`config.mk`:
```
export PLATFORM = sky130hd
export DESIGN_NAME = gpu_mem_responder_flat
export DESIGN_NICKNAME = d
export VERILOG_FILES = /design/src/rtl/gpu_mem_pkg.sv /design/src/rtl/gpu_mem_responder_if.sv /design/src/rtl/gpu_mem_beat_sel.sv /design/src/rtl/gpu_mem_responder.sv /design/src/flat_wrapper.sv
export SDC_FILE = /design/constraint.sdc
export NUM_CORES = 1
export LEC_CHECK = 0
export BUFFER_PORTS_ARGS = -buffer_cell sky130_fd_sc_hd__buf_2
export CAP_MARGIN = 20
export CORE_AREA = 4 4 273 275
export DETAILED_ROUTE_END_ITERATION = 10
export DIE_AREA = 0 0 277 279
export PLACE_DENSITY_LB_ADDON = 0.05
export REMOVE_ABC_BUFFERS = 1
export SETUP_SLACK_MARGIN = 0.15
export SYNTH_ARGS = -nofsm -noshare
export SYNTH_HDL_FRONTEND = slang
export SYNTH_SLANG_ARGS = --single-unit
```
`constraint.sdc`:
```
create_clock -name clk -period 2.4 [get_ports clk]
set_input_delay 0.36 -clock clk [delete_from_list [all_inputs] [get_ports clk]]
set_output_delay 0.36 -clock clk [all_outputs]
set_load 0.05 [all_outputs]
```
`src/rtl/gpu_mem_pkg.sv`:
```
// Shared types and constants for the GPU memory responder.
// Command size encodings, block geometry, memory read latency and the FSM state set.
package gpu_mem_pkg;

    typedef enum logic [1:0] {
        SZ_8B      = 2'd0,
        SZ_32B     = 2'd1,
        SZ_4B      = 2'd2,
        SZ_32B_ALT = 2'd3
    } cmd_size_e;

    typedef enum logic [1:0] {
        IDLE  = 2'd0,
        WRITE = 2'd1,
        READ  = 2'd2,
        RESP  = 2'd3
    } state_e;

    localparam int BEATS_PER_BLOCK = 4;
    localparam int READ_LATENCY    = 1;

    function automatic logic is_full_block(input cmd_size_e sz);
        return (sz == SZ_32B) || (sz == SZ_32B_ALT);
    endfunction

endpackage

```
`src/rtl/gpu_mem_responder_if.sv`:
```
// GPU command/response bus plus the 64-bit backing-memory port of the responder.
// slave = responder side, master = GPU and memory side.
interface gpu_mem_responder_if;
    logic         i_command;
    logic         o_busy;
    logic [1:0]   i_commandSize;
    logic         i_write;
    logic [14:0]  i_adr;
    logic [2:0]   i_subadr;
    logic [15:0]  i_writeMask;
    logic [255:0] i_dataOut;
    logic [255:0] o_dataIn;
    logic         o_dataInValid;
    logic [16:0]  o_memAdr;
    logic         o_memWe;
    logic         o_memRe;
    logic [7:0]   o_memBe;
    logic [63:0]  o_memWData;
    logic [63:0]  i_memRData;

    modport slave (
        input  i_command, i_commandSize, i_write, i_adr, i_subadr, i_writeMask,
        input  i_dataOut, i_memRData,
        output o_busy, o_dataIn, o_dataInValid,
        output o_memAdr, o_memWe, o_memRe, o_memBe, o_memWData
    );

    modport master (
        output i_command, i_commandSize, i_write, i_adr, i_subadr, i_writeMask,
        output i_dataOut, i_memRData,
        input  o_busy, o_dataIn, o_dataInValid,
        input  o_memAdr, o_memWe, o_memRe, o_memBe, o_memWData
    );
endinterface

```
`src/rtl/gpu_mem_beat_sel.sv`:
```
// Combinational next-beat picker and mask-to-byte-enable expander; zero latency, no backpressure.
// With GPU_MEM_RESP_BEAT_SKIP_EN, full-block writes priority-encode past beats whose mask nibble is 0.
module gpu_mem_beat_sel
    import gpu_mem_pkg::*;
(
    input  logic [15:0] mask,
    input  cmd_size_e   size,
    input  logic [2:0]  subadr,
    input  logic        write,
    input  logic [1:0]  start,
    output logic [1:0]  beat,
    output logic [7:0]  be,
    output logic        found,
    output logic        last
);

`ifdef GPU_MEM_RESP_BEAT_SKIP_EN
    logic [BEATS_PER_BLOCK-1:0] grp_nz;

    always_comb begin
        grp_nz = '0;
        for (int b = 0; b < BEATS_PER_BLOCK; b++) grp_nz[b] = |mask[4*b +: 4];
    end
`endif

    always_comb begin
        beat  = start;
        found = 1'b1;
        last  = (start == 2'(BEATS_PER_BLOCK - 1));
        if (!is_full_block(size)) begin
            beat = subadr[2:1];
            last = 1'b1;
`ifdef GPU_MEM_RESP_BEAT_SKIP_EN
            found = !write || grp_nz[subadr[2:1]];
`endif
        end
`ifdef GPU_MEM_RESP_BEAT_SKIP_EN
        else if (write) begin
            // Descending scan so the lowest qualifying beat wins.
            found = 1'b0;
            for (int b = BEATS_PER_BLOCK - 1; b >= 0; b--) begin
                if (2'(b) >= start && grp_nz[b]) begin
                    beat  = 2'(b);
                    found = 1'b1;
                end
            end
            last = 1'b1;
            for (int b = 0; b < BEATS_PER_BLOCK; b++) begin
                if (2'(b) > beat && grp_nz[b]) last = 1'b0;
            end
        end
`endif
        be = '0;
        for (int j = 0; j < 8; j++) be[j] = mask[{beat, 2'(j / 2)}];
        if (size == SZ_4B) be = be & (subadr[0] ? 8'hF0 : 8'h0F);
        if (!write) be = '0;
    end

endmodule

```
`src/rtl/gpu_mem_responder.sv`:
```
// GPU block responder: splits 4/8/32-byte commands into 64-bit memory beats; first beat one cycle after accept.
// o_busy blocks new commands; feature macro GPU_MEM_RESP_BEAT_SKIP_EN drops all-zero-mask write beats.
module gpu_mem_responder
    import gpu_mem_pkg::*;
(
    input  logic               clk,
    input  logic               i_nrst,
    gpu_mem_responder_if.slave gpu
);

    state_e       state_q, state_d;
    logic         busy_q, busy_d;
    logic         wr_q, wr_d;
    cmd_size_e    size_q, size_d;
    logic [14:0]  adr_q, adr_d;
    logic [2:0]   sub_q, sub_d;
    logic [15:0]  mask_q, mask_d;
    logic [255:0] wdat_q, wdat_d;
    logic [1:0]   beat_q, beat_d;
    logic         last_q, last_d;
    logic [1:0]   drain_q, drain_d;
    logic         mem_we_q, mem_we_d;
    logic         mem_re_q, mem_re_d;
    logic [7:0]   mem_be_q, mem_be_d;
    logic [16:0]  mem_adr_q, mem_adr_d;
    logic [63:0]  mem_wdat_q, mem_wdat_d;
    logic         cap_vld_q, cap_vld_d;
    logic [1:0]   cap_beat_q, cap_beat_d;
    logic [255:0] rdat_q, rdat_d;
    logic         rdat_vld_q, rdat_vld_d;

    logic         accept, issue;
    logic         sel_wr;
    cmd_size_e    sel_size;
    logic [14:0]  sel_adr;
    logic [2:0]   sel_sub;
    logic [15:0]  sel_mask;
    logic [255:0] sel_wdat;
    logic [1:0]   sel_start;
    logic [1:0]   nb_beat;
    logic [7:0]   nb_be;
    logic         nb_found, nb_last;

    // The first beat is chosen from the live request so it can issue right after acceptance.
    assign accept    = gpu.i_command && !busy_q;
    assign sel_wr    = accept ? gpu.i_write : wr_q;
    assign sel_size  = accept ? cmd_size_e'(gpu.i_commandSize) : size_q;
    assign sel_adr   = accept ? gpu.i_adr : adr_q;
    assign sel_sub   = accept ? gpu.i_subadr : sub_q;
    assign sel_mask  = accept ? gpu.i_writeMask : mask_q;
    assign sel_wdat  = accept ? gpu.i_dataOut : wdat_q;
    assign sel_start = accept ? 2'd0 : beat_q + 2'd1;

    gpu_mem_beat_sel u_beat_sel (
        .mask   (sel_mask),
        .size   (sel_size),
        .subadr (sel_sub),
        .write  (sel_wr),
        .start  (sel_start),
        .beat   (nb_beat),
        .be     (nb_be),
        .found  (nb_found),
        .last   (nb_last)
    );

    always_comb begin
        state_d    = state_q;
        busy_d     = busy_q;
        wr_d       = wr_q;
        size_d     = size_q;
        adr_d      = adr_q;
        sub_d      = sub_q;
        mask_d     = mask_q;
        wdat_d     = wdat_q;
        beat_d     = beat_q;
        last_d     = last_q;
        drain_d    = drain_q;
        mem_we_d   = 1'b0;
        mem_re_d   = 1'b0;
        mem_be_d   = '0;
        mem_adr_d  = mem_adr_q;
        mem_wdat_d = mem_wdat_q;
        cap_vld_d  = mem_re_q;
        cap_beat_d = beat_q;
        rdat_d     = rdat_q;
        rdat_vld_d = 1'b0;
        issue      = 1'b0;

        if (cap_vld_q) rdat_d[{cap_beat_q, 6'd0} +: 64] = gpu.i_memRData;

        case (state_q)
            IDLE, RESP: begin
                state_d = IDLE;
                busy_d  = 1'b0;
                if (accept) begin
                    state_d = gpu.i_write ? WRITE : READ;
                    busy_d  = 1'b1;
                    wr_d    = gpu.i_write;
                    size_d  = sel_size;
                    adr_d   = gpu.i_adr;
                    sub_d   = gpu.i_subadr;
                    mask_d  = gpu.i_writeMask;
                    wdat_d  = gpu.i_dataOut;
                    issue   = 1'b1;
                    if (!gpu.i_write) rdat_d = '0;
                end
            end
            WRITE: begin
                if (last_q) begin
                    state_d = IDLE;
                    busy_d  = 1'b0;
                end else begin
                    issue = 1'b1;
                end
            end
            READ: begin
                if (!last_q) begin
                    issue = 1'b1;
                end else if (drain_q != 2'd0) begin
                    drain_d = drain_q - 2'd1;
                end else begin
                    state_d    = RESP;
                    busy_d     = 1'b0;
                    rdat_vld_d = 1'b1;
                end
            end
            default: state_d = IDLE;
        endcase

        if (issue) begin
            beat_d    = nb_beat;
            last_d    = nb_last || !nb_found;
            drain_d   = 2'(READ_LATENCY);
            mem_adr_d = {sel_adr, nb_beat};
            mem_we_d  = sel_wr && nb_found;
            mem_re_d  = !sel_wr;
            mem_be_d  = nb_found ? nb_be : 8'h00;
            if (sel_wr && nb_found) mem_wdat_d = sel_wdat[{nb_beat, 6'd0} +: 64];
        end
    end

    always_ff @(posedge clk or negedge i_nrst) begin
        if (!i_nrst) begin
            state_q    <= IDLE;
            busy_q     <= 1'b0;
            wr_q       <= 1'b0;
            size_q     <= SZ_8B;
            adr_q      <= '0;
            sub_q      <= '0;
            mask_q     <= '0;
            wdat_q     <= '0;
            beat_q     <= '0;
            last_q     <= 1'b0;
            drain_q    <= '0;
            mem_we_q   <= 1'b0;
            mem_re_q   <= 1'b0;
            mem_be_q   <= '0;
            mem_adr_q  <= '0;
            mem_wdat_q <= '0;
            cap_vld_q  <= 1'b0;
            cap_beat_q <= '0;
            rdat_q     <= '0;
            rdat_vld_q <= 1'b0;
        end else begin
            state_q    <= state_d;
            busy_q     <= busy_d;
            wr_q       <= wr_d;
            size_q     <= size_d;
            adr_q      <= adr_d;
            sub_q      <= sub_d;
            mask_q     <= mask_d;
            wdat_q     <= wdat_d;
            beat_q     <= beat_d;
            last_q     <= last_d;
            drain_q    <= drain_d;
            mem_we_q   <= mem_we_d;
            mem_re_q   <= mem_re_d;
            mem_be_q   <= mem_be_d;
            mem_adr_q  <= mem_adr_d;
            mem_wdat_q <= mem_wdat_d;
            cap_vld_q  <= cap_vld_d;
            cap_beat_q <= cap_beat_d;
            rdat_q     <= rdat_d;
            rdat_vld_q <= rdat_vld_d;
        end
    end

    assign gpu.o_busy        = busy_q;
    assign gpu.o_dataIn      = rdat_q;
    assign gpu.o_dataInValid = rdat_vld_q;
    assign gpu.o_memAdr      = mem_adr_q;
    assign gpu.o_memWe       = mem_we_q;
    assign gpu.o_memRe       = mem_re_q;
    assign gpu.o_memBe       = mem_be_q;
    assign gpu.o_memWData    = mem_wdat_q;

endmodule

```
`src/flat_wrapper.sv`:
```
// flat-port wrapper written by rule: the top's interface ports become plain ports
module gpu_mem_responder_flat import gpu_mem_pkg::*;
  (clk, i_nrst, gpu_i_command, gpu_i_commandSize, gpu_i_write, gpu_i_adr, gpu_i_subadr, gpu_i_writeMask, gpu_i_dataOut, gpu_i_memRData, gpu_o_busy, gpu_o_dataIn, gpu_o_dataInValid, gpu_o_memAdr, gpu_o_memWe, gpu_o_memRe, gpu_o_memBe, gpu_o_memWData);
  gpu_mem_responder_if gpu_i ();
  input  logic clk;
  input  logic i_nrst;
  input wire logic [$bits(gpu_i.i_command)-1:0] gpu_i_command;
  input wire logic [$bits(gpu_i.i_commandSize)-1:0] gpu_i_commandSize;
  input wire logic [$bits(gpu_i.i_write)-1:0] gpu_i_write;
  input wire logic [$bits(gpu_i.i_adr)-1:0] gpu_i_adr;
  input wire logic [$bits(gpu_i.i_subadr)-1:0] gpu_i_subadr;
  input wire logic [$bits(gpu_i.i_writeMask)-1:0] gpu_i_writeMask;
  input wire logic [$bits(gpu_i.i_dataOut)-1:0] gpu_i_dataOut;
  input wire logic [$bits(gpu_i.i_memRData)-1:0] gpu_i_memRData;
  output wire logic [$bits(gpu_i.o_busy)-1:0] gpu_o_busy;
  output wire logic [$bits(gpu_i.o_dataIn)-1:0] gpu_o_dataIn;
  output wire logic [$bits(gpu_i.o_dataInValid)-1:0] gpu_o_dataInValid;
  output wire logic [$bits(gpu_i.o_memAdr)-1:0] gpu_o_memAdr;
  output wire logic [$bits(gpu_i.o_memWe)-1:0] gpu_o_memWe;
  output wire logic [$bits(gpu_i.o_memRe)-1:0] gpu_o_memRe;
  output wire logic [$bits(gpu_i.o_memBe)-1:0] gpu_o_memBe;
  output wire logic [$bits(gpu_i.o_memWData)-1:0] gpu_o_memWData;
  assign gpu_i.i_command = gpu_i_command;
  assign gpu_i.i_commandSize = gpu_i_commandSize;
  assign gpu_i.i_write = gpu_i_write;
  assign gpu_i.i_adr = gpu_i_adr;
  assign gpu_i.i_subadr = gpu_i_subadr;
  assign gpu_i.i_writeMask = gpu_i_writeMask;
  assign gpu_i.i_dataOut = gpu_i_dataOut;
  assign gpu_i.i_memRData = gpu_i_memRData;
  assign gpu_o_busy = gpu_i.o_busy;
  assign gpu_o_dataIn = gpu_i.o_dataIn;
  assign gpu_o_dataInValid = gpu_i.o_dataInValid;
  assign gpu_o_memAdr = gpu_i.o_memAdr;
  assign gpu_o_memWe = gpu_i.o_memWe;
  assign gpu_o_memRe = gpu_i.o_memRe;
  assign gpu_o_memBe = gpu_i.o_memBe;
  assign gpu_o_memWData = gpu_i.o_memWData;
  gpu_mem_responder u_core (.clk(clk), .i_nrst(i_nrst), .gpu(gpu_i));
endmodule
```
==> results.md <==
* Detail Placement HPWL at 73.00 mm
* Number of endpoints with negative hold slack in the final report at 0
* Core occupancy in the finished layout at 0.5459
* Post-layout worst setup margin at 0.2707 ns
* Seq/Total Area, Yosys at 0.5511
* Hold worst-path end: u_core.wdat_q[38]
* Worst Path Arrival at 2.62 ns
* Leakage power figure at 20.39 nW
* Leading cell type by number of instances after synthesis: nand2_1
* Total power per unit cell area at 1299 nW/um2
* DR WL/cell at 21.69 um
* Filler cells at 6656
* Via count of the first global-routing pass at 28300
* Top cell type's share of synthesized area at 0.5511
* Number of cells traversed by the worst hold path at 3
* Critical setup path kind: reg2reg
* Remaining number of nets flagged by the antenna check after routing at 0
* Worst min-delay path class: in2reg
* Synthesis warning total at 0
* Top cells by area in the synthesized netlist: dfrtp_1 55%, nand2_1 15%, a22oi_1 6.6%, nor2_1 4.2%, mux2_1 2.3%
* Post-synthesis mux area share at 0.03195
* Launch point of the worst path: u_core.gpu.o_busy
* Die Footprint at 77280 um2
* Share of synthesized registers carrying an async set or reset at 1.000
* Clock transition at the registers of the reported paths at 0.06 ns
* Clock Skews at 0.01937 ns
* Endpoint of the lowest-slack register-to-register path: u_core.gpu.o_memWData[49]
* Worst R2R Start: u_core.gpu.o_busy
* Core box area at 72340 um2
* Unrepaired setup endpoints after global routing: no
* Width of the chip at 277 um
* # nets final at 4507
* Achievable frequency at 0.4696 GHz
* Iteration-0 DRC count of the detailed router at 2419
* Setup WS pre-CTS at 0.1724 ns
* Initial antenna violation count at 11
* Worst Hold Launch: gpu_i_dataOut[38]
* Total iterations of the first detailed-routing run at 6
* Count of placed standard cells in the final layout, fillers left out at 5157
* Clock Path Buffers at 3
* Post-placement cell count at 4743
* Count of buffers from port buffering at 708
* Number of synthesized register bits at 646
* Number of CTS-inserted buffers at 73
* Simple-gate share of the synthesized area at 0.2246
* Final RePlAce weighted congestion at 0.8597
* Critical Path Sink Type: flip-flop
* Max-Slew Margin vs Limit at 0.3589
* Ratio of routed vias to standard cells at 5.453
* Slack of the worst reg-to-reg path at 0.27 ns
* Max_cap viols at 0
* FP Rows at 99
* Run status: finished clean
* Largest fanout on the critical path at 72
* Avg Inst Size Synth at 9.014 um2
* Final wirelength at 111.8 mm
* Gr ovfl total at 0
* TritonCTS clock tree: built
* Total area of multi-input combinational cells at 12030 um2
* Compound-gate portion of the synthesized area at 0.1448
* Number of enable-type register cells in the synthesized netlist at 0
* Dominant combinational cell family by area after synthesis: simple AND/OR/NAND/NOR gates
* Combined area of all synthesized cells at 29330 um2
* First-pass GRT wire length at 171.4 mm
* Data required, critical path at 2.89 ns
* Synthesized instance count at 3254
* Skew-Pair Late Insertion Delay at 0.60 ns
* Die H at 279 um
* Number of ports placed on the die boundary at 709
* Dominant cell type by area after synthesis: dfrtp_1
* Number of cells on the worst reg-to-reg path at 6
* Commonest cells post-synth: 1174 x nand2_1, 646 x dfrtp_1, 329 x nor2_1
* Fraction of the cycle the final worst path needs at 0.8872
* Final Max Slew Viols at 0
* Predominant post-synthesis flop cell: dfrtp_1
* Layout cell share with drive strength beyond 1 at 0.2268
* Layout-stage area growth over the synthesis result at 34.63%
* Total via count in the routed design at 28120
* Hold Worst Slack at 0.03206 ns
* Share of the synthesized netlist area taken by xor and xnor gates at 0.0005972
* Min Clock Period, post-route at 2.129 ns
* Transition at the pin with the smallest max-transition slack at 0.9616 ns
* Clk root buf: clkbuf_16
* Starting density of the core at 0.4055
* Startpoint type of the worst setup path: flip-flop
* Largest net degree at the start of global routing at 151
* Adder-cell share of the synthesized area at 0.003413
* DRC at 0
* Maximum VDD drop at 0.9564 mV
* Sequential Area at 16170 um2
* H-tree Lvls at 3
* Library cells used by synthesis at 42
* CTS Sinks at 646
* Overall routing resource usage at 0.2790
* Post-layout power at 51.31 mW
* Final Setup Violations at 0
## per-stage QoR
stage | setup TNS (ns) | instance area [um2]
detailed placement | 0 | 34280
global placement | 0 | 34280
CTS | 0 | 39370
floorplan | -9877.60 | 28090
global route | 0 | 39480
finish | 0 | 39490
## cells by family (layout without fill, tap and decap cells)
kind of cell             count (synthesis)  in the layout
AO/OA/AOI/OAI                          564            564
XOR/XNOR                                 2              2
adder cells (fa/ha/maj)                  8              8
buffers and inverters                  286           1221
flip-flops                             646            646
multiplexers                            85             85
other                                    0              9
AND/OR/NAND/NOR                       1663           1663
## flip-flops by register name, indices dropped and copies added, names as in the netlist
signal and cells:
u_core.gpu.o_memWe 1, u_core.wdat_q 256, u_core.gpu.o_memAdr 17, u_core.size_q 2
u_core.adr_q 15, u_core.cap_beat_q 2, u_core.last_q 1, u_core.gpu.o_memWData 64
u_core.gpu.o_dataInValid 1, u_core.drain_q 2, u_core.state_q 2, u_core.wr_q 1
u_core.cap_vld_q 1, u_core.gpu.o_dataIn 256, u_core.mask_q 16, u_core.gpu.o_memRe 1
u_core.gpu.o_busy 1, u_core.gpu.o_memBe 4, u_core.sub_q 3
## what timing repair did
action	CTS	global route
hold endpoints to repair	303	0
gates resized for setup	0	10
hold buffers	276	0
endpoints found under the setup margin	0	77
setup buffers	0	3
## routing by layer
metal | part of all wire | GRT usage
met1 | 0.41 | 0.3635
met2 | 0.49 | 0.4726
met3 | 0.069 | 0.04582
met4 | 0.035 | 0.1031
met5 | 0.00021 | 0
## final cells by class
class / count / area share
Sequential cell: 646 / 0.4094
Inverter: 10 / 0.0009506
Timing Repair Buffer: 1086 / 0.1950
Clock buffer: 108 / 0.05501
Multi-Input combinational cell: 2322 / 0.3047
Clock inverter: 17 / 0.003993
Antenna cell: 9 / 0.0005704
Tap cell: 959 / 0.03039
## worst max path at each step
stage / end / slack [ns] / depth (start not counted)
6_report: u_core.gpu.o_memWData[49] / 0.27 / 6
2_1_floorplan: u_core.state_q[1] / -21.20 / 5
4_1_cts: u_core.gpu.o_dataIn[9] / 0.18 / 7
3_5_place_dp: u_core.gpu.o_dataIn[51] / 0.17 / 7
5_1_grt: u_core.gpu.o_memWData[60] / 0.16 / 6
3_3_place_gp: u_core.gpu.o_dataIn[51] / 0.22 / 6
## power breakdown
group / switching, mW / leakage (nW) / total, mW / internal, mW
clock network: 4.55 / 1.14 / 11.0 / 6.47
registers: 2.20 / 8.32 / 17.0 / 14.8
logic: 15.9 / 10.9 / 23.3 / 7.37
total: 22.7 / 20.4 / 51.3 / 28.6
## critical path: stages, from the launching register on
cell and delay [ns]:
dfrtp_1 0.42, nor2b_4 0.39, nand3_1 0.20, o311ai_4 0.16
buf_12 0.32, o211ai_1 0.16, a31oi_1 0.22
## cell usage in the layout (no fill, tap or decap), drive strengths merged, types with 2 or more instances in the layout
cell type	n
a22oi	256
clkinv	11
inv	11
diode	9
buf	809
nor4	3
ha	8
clkinvlp	3
dfrtp	646
o21ai	24
clkbuf	109
nor2	329
nand2b	7
nand2	1174
nor3	3
mux2i	16
nor2b	4
mux2	69
bufinv	2
o211ai	68
and3	69
dlygate4sd3	276
a211oi	69
nand3	70
and2	2
a311o	68
a21oi	9
a31oi	65
Power figures use the tool's default switching activity.
